File: src/rtl/countdown_timer_fsm.sv
// Loadable N-bit down-counter with IDLE/RUN/PAUSE/DONE control, one-cycle done
// pulse, pause, abort and optional automatic reload of the latched start value.
module countdown_timer_fsm #(
  parameter int N = 5
) (
  input  logic         clk,
  input  logic         rst_n,
  input  logic         start,
  input  logic [N-1:0] load_val,
  input  logic         auto_reload,
  input  logic         pause,
  input  logic         stop,
  output logic [N-1:0] count,
  output logic         busy,
  output logic         done,
  output logic [1:0]   state
);

  typedef enum logic [1:0] {
    IDLE  = 2'b00,
    RUN   = 2'b01,
    PAUSE = 2'b10,
    DONE  = 2'b11
  } state_t;

  state_t       state_q, state_d;
  logic [N-1:0] count_q, count_d;
  logic [N-1:0] reload_q, reload_d;
  logic         busy_q, busy_d;
  logic         done_q, done_d;

  always_comb begin
    state_d  = state_q;
    count_d  = count_q;
    reload_d = reload_q;

    unique case (state_q)
      IDLE: begin
        if (start) begin
          count_d  = load_val;
          reload_d = load_val;
          state_d  = RUN;
        end
      end

      RUN: begin
        if (stop) begin
          count_d = '0;
          state_d = IDLE;
        end else if (pause) begin
          state_d = PAUSE;
        end else if (count_q > N'(1)) begin
          count_d = count_q - N'(1);
        end else begin
          // Covers both the final 1->0 step and a zero start value: never wraps.
          count_d = '0;
          state_d = DONE;
        end
      end

      PAUSE: begin
        if (stop) begin
          count_d = '0;
          state_d = IDLE;
        end else if (!pause) begin
          state_d = RUN;
        end
      end

      DONE: begin
        if (start) begin
          count_d  = load_val;
          reload_d = load_val;
          state_d  = RUN;
        end else if (stop) begin
          count_d = '0;
          state_d = IDLE;
        end else if (auto_reload && (reload_q != '0)) begin
          count_d = reload_q;
          state_d = RUN;
        end else begin
          count_d = '0;
          state_d = IDLE;
        end
      end

      default: begin
        count_d = '0;
        state_d = IDLE;
      end
    endcase

    // Flags track the next state so they register alongside it.
    busy_d = (state_d == RUN) || (state_d == PAUSE);
    done_d = (state_d == DONE);
  end

  always_ff @(posedge clk or negedge rst_n) begin
    if (!rst_n) begin
      state_q  <= IDLE;
      count_q  <= '0;
      reload_q <= '0;
      busy_q   <= 1'b0;
      done_q   <= 1'b0;
    end else begin
      state_q  <= state_d;
      count_q  <= count_d;
      reload_q <= reload_d;
      busy_q   <= busy_d;
      done_q   <= done_d;
    end
  end

  assign count = count_q;
  assign busy  = busy_q;
  assign done  = done_q;
  assign state = state_q;

endmodule

File: config.mk
export PLATFORM = sky130hd
export DESIGN_NAME = countdown_timer_fsm
export DESIGN_NICKNAME = d
export VERILOG_FILES = /design/src/rtl/countdown_timer_fsm.sv
export SDC_FILE = /design/constraint.sdc
export NUM_CORES = 1
export LEC_CHECK = 0
export CAP_MARGIN = 10
export CORE_UTILIZATION = 50
export CTS_CLUSTER_SIZE = 40
export DETAILED_ROUTE_END_ITERATION = 8
export PLACE_DENSITY_LB_ADDON = 0.12
export SYNTH_ARGS = -nofsm -noshare
export SYNTH_HDL_FRONTEND = slang
export SYNTH_SLANG_ARGS = --single-unit
File: constraint.sdc
create_clock -name clk -period 2.25 [get_ports clk]
set_input_delay 0.5625 -clock clk [delete_from_list [all_inputs] [get_ports clk]]
set_output_delay 0.5625 -clock clk [all_outputs]
set_load 0.02 [all_outputs]
==> summary.md <==
| Metric | Value |
|---|---|
| GRT Max-Usage Layer | `met1` |
| Worst-path clk slew | `roughly 0.090 ns` |
| Remaining Overflow, GRT | `0` |
| Setup TNS | `0 ns` |
| Synth unique cells | `33` |
| Met1 Resource Use GR | `33.3%` |
| GP Congestion | `about 0.81` |
| Buffers on Ports | `19` |
| P&R area growth vs syn | `26.4%` |
| CP Capture Type | `flip-flop` |
| CP startpoint kind | `flip-flop` |
| Class of the worst hold path | `flip-flop to flip-flop` |
| MaxCap Viol Count | `0` |
| Synth warn | `0` |
| Drt total wl | `around 2100 um` |
| Most frequent cells in the layout | `clkdlybuf4s50_1 (19), dfrtp_1 (14), inv_1 (9), nand2_1 (9), ha_1 (8)` |
| Util after Layout | `between 60% and 70%` |
| Ports | `20` |
| Crit path max fanout | `6` |
| # nets final | `150` |
| TritonCTS clock tree | `done` |
| Die Span Y | `47.3 um` |
| Seq/Total Area, Yosys | `34.2%` |
| Multi-input gate area in the final layout | `621 um^2` |
| Worst Clk Skew | `approximately 0.0015 ns` |
| DRT antenna net count | `0` |
| Setup bufs post-CTS | `0` |
| Synthesis-stage register bit count | `14` |
| Worst Path Required | `2.43 ns` |
| Post-route clock period utilization | `93.9%` |
| F_max | `between 400 and 500 MHz` |
| Yosys top cell by area | `dfrtp_1` |
| Cell Area, Synth | `slightly above 1000 um^2` |
| Post-CTS sizing | `0` |
| Hold_buf cts | `0` |
| Largest net degree at the start of global routing | `15` |
| Status | `complete, no violations` |
| Slew headroom | `56.5%` |
| Clk Latency, worst-skew pair | `about 0.29 ns` |
| Vias in the first global route | `767` |
| Met3 Use GR | `under 10%` |
| Worst ir drop on vdd | `685 uV` |
| DP HPWL | `between 1500 and 2000 um` |
| Share of layout cells above drive strength 1 | `around 15%` |
| Diodes inserted | `0` |
| Pre-CTS setup slack | `~0.044 ns` |
| Final-layout fill cell count | `~170` |
| Cell area power density | `between 1000 and 1500 nW/um^2` |
| Final hold violation count | `0` |
| Slew Viols, Final | `0` |
| Commonest non-fill, non-tap cell in the layout | `clkdlybuf4s50_1` |
| Site Rows | `16` |
| Die area | `2230 um^2` |
| P_leak | `between 0.5 and 0.6 nW` |
| Crit path time final | `between 2 and 2.5 ns` |
| H-tree levels | `1` |
| Syn Inst Count | `roughly 110` |
| Worst hold slack | `0.543 ns` |
| Wire length per cell | `~13 um` |
| Root buf cell | `clkbuf_4` |
| Initial Util | `a little over half` |
| Inserted Clock Buffers | `3` |
| Critical path type | `flip-flop to flip-flop` |
| Core Area | `1940 um^2` |
| Crit path DAT | `roughly 2.3 ns` |
| Largest cells by area after synthesis | `dfrtp_1 (34%), ha_1 (9.8%), mux2_2 (5.5%), nand2b_1 (3.7%), nor2b_1 (3.7%)` |
| M2 GR Usage | `about 33%` |
| All-layer global routing usage | `between 20% and 30%` |
| Initial antenna violation count | `0` |
| Die Width | `roughly 47 um` |
| Tightest Pin Transition | `0.650 ns` |
| Reg-to-reg slack, setup | `roughly 0.14 ns` |
| Register area | `350 um^2` |
| DRC Markers | `0` |
| Synth top area share | `34.2%` |
| DR vias | `860` |
| Clk buf depth | `2` |
| CTS Sinks | `14` |
| First-pass GRT wire length | `around 3500 um` |
| Pre-antenna DRT Iters | `4` |
| DRT iter0 DRCs | `13` |
| Syn avg cell area | `9.67 um^2` |
| Final Setup Violations | `0` |
| DR vias/cell | `5.48` |
| Mapped Nets | `~130` |
| RSZ-0062 raised after global routing | `false` |
| Final WS setup | `approximately 0.14 ns` |
registers in the layout, summed over array words and instances (netlist names):
register  count
count         5
state         2
busy          1
done          1
reload_q      5
power by group:
group	total, mW	switching (mW)	internal (mW)
logic	1.03	0.545	0.482
registers	0.490	0.117	0.373
clock network	0.191	0.0920	0.0987
total	1.71	0.754	0.954
per-layer routing:
layer | part of all wire, % | vias up
met1 | 53 | 401
li1 | - | 439
met2 | 43 | 16
met3 | 2.4 | 4
met5 | 0 | -
met4 | 1.6 | 0
path summary, 6_finish.rpt:
path                             startpoint           to  cells past startpoint
worst max-delay path               state[0]         busy                      7
worst min-delay path            reload_q[3]  reload_q[3]                      1
worst max register to register     state[0]         busy                      7
worst min register to register  reload_q[3]  reload_q[3]                      1
max in group asynchronous             rst_n  reload_q[4]                      1
min in group asynchronous             rst_n     count[2]                      1
cell families (layout without fill, tap and decap cells):
group / count (synthesis) / count (layout) / synth area share [%]
and+or+nand+nor: 33 / 33 / 18.7
muxes: 5 / 5 / 5.49
buffers and inverters: 12 / 36 / 5.25
AOI/OAI and AO/OA: 34 / 34 / 26.6
adders and majority gates: 8 / 8 / 9.77
DFF: 14 / 14 / 34.2
Yosys cell counts:
master	n
o21bai_2	1
inv_1	9
a311oi_1	2
nand2b_1	6
a21boi_0	2
nor3_2	1
buf_2	1
dfrtp_1	14
a2111oi_4	1
a31oi_1	2
o22ai_2	1
mux2_2	5
a211oi_2	1
o22ai_1	1
nor2b_1	6
nand4bb_1	2
buf_6	1
clkbuf_1	1
o21ai_0	4
a221oi_1	3
a21oi_1	6
o31ai_1	2
a211oi_1	3
o32ai_1	2
o41ai_1	1
and2b_1	1
nor2_1	5
nand2_1	9
ha_1	8
nor3_1	2
a21oi_2	1
nand2b_4	1
a211o_1	1
worst max-delay path, stage by stage (launching register included):
cell and delay (ns):
dfrtp_1 0.45, inv_1 0.20, ha_1 0.27, nand2_1 0.09, a211oi_2 0.33, a211oi_1 0.16
a211oi_1 0.25, ha_1 0.26
through the flow:
step,power [mW],area [um^2],std cells
2_1_floorplan,1.20,1020,106
3_3_place_gp,1.50,1260,153
4_1_cts,1.72,1290,157
5_1_grt,1.85,1290,157
6_report,1.71,1290,157
3_5_place_dp,1.52,1260,153
area by class of cell:
cell class | count | area share [%]
Clock buffer | 4 | 2.80
Inverter | 9 | 2.61
Multi-Input combinational cell | 80 | 47.9
Sequential cell | 14 | 27.1
Tap cell | 27 | 2.61
Timing Repair Buffer | 23 | 17.0
Note: power is estimated with default switching activity, not from simulation.
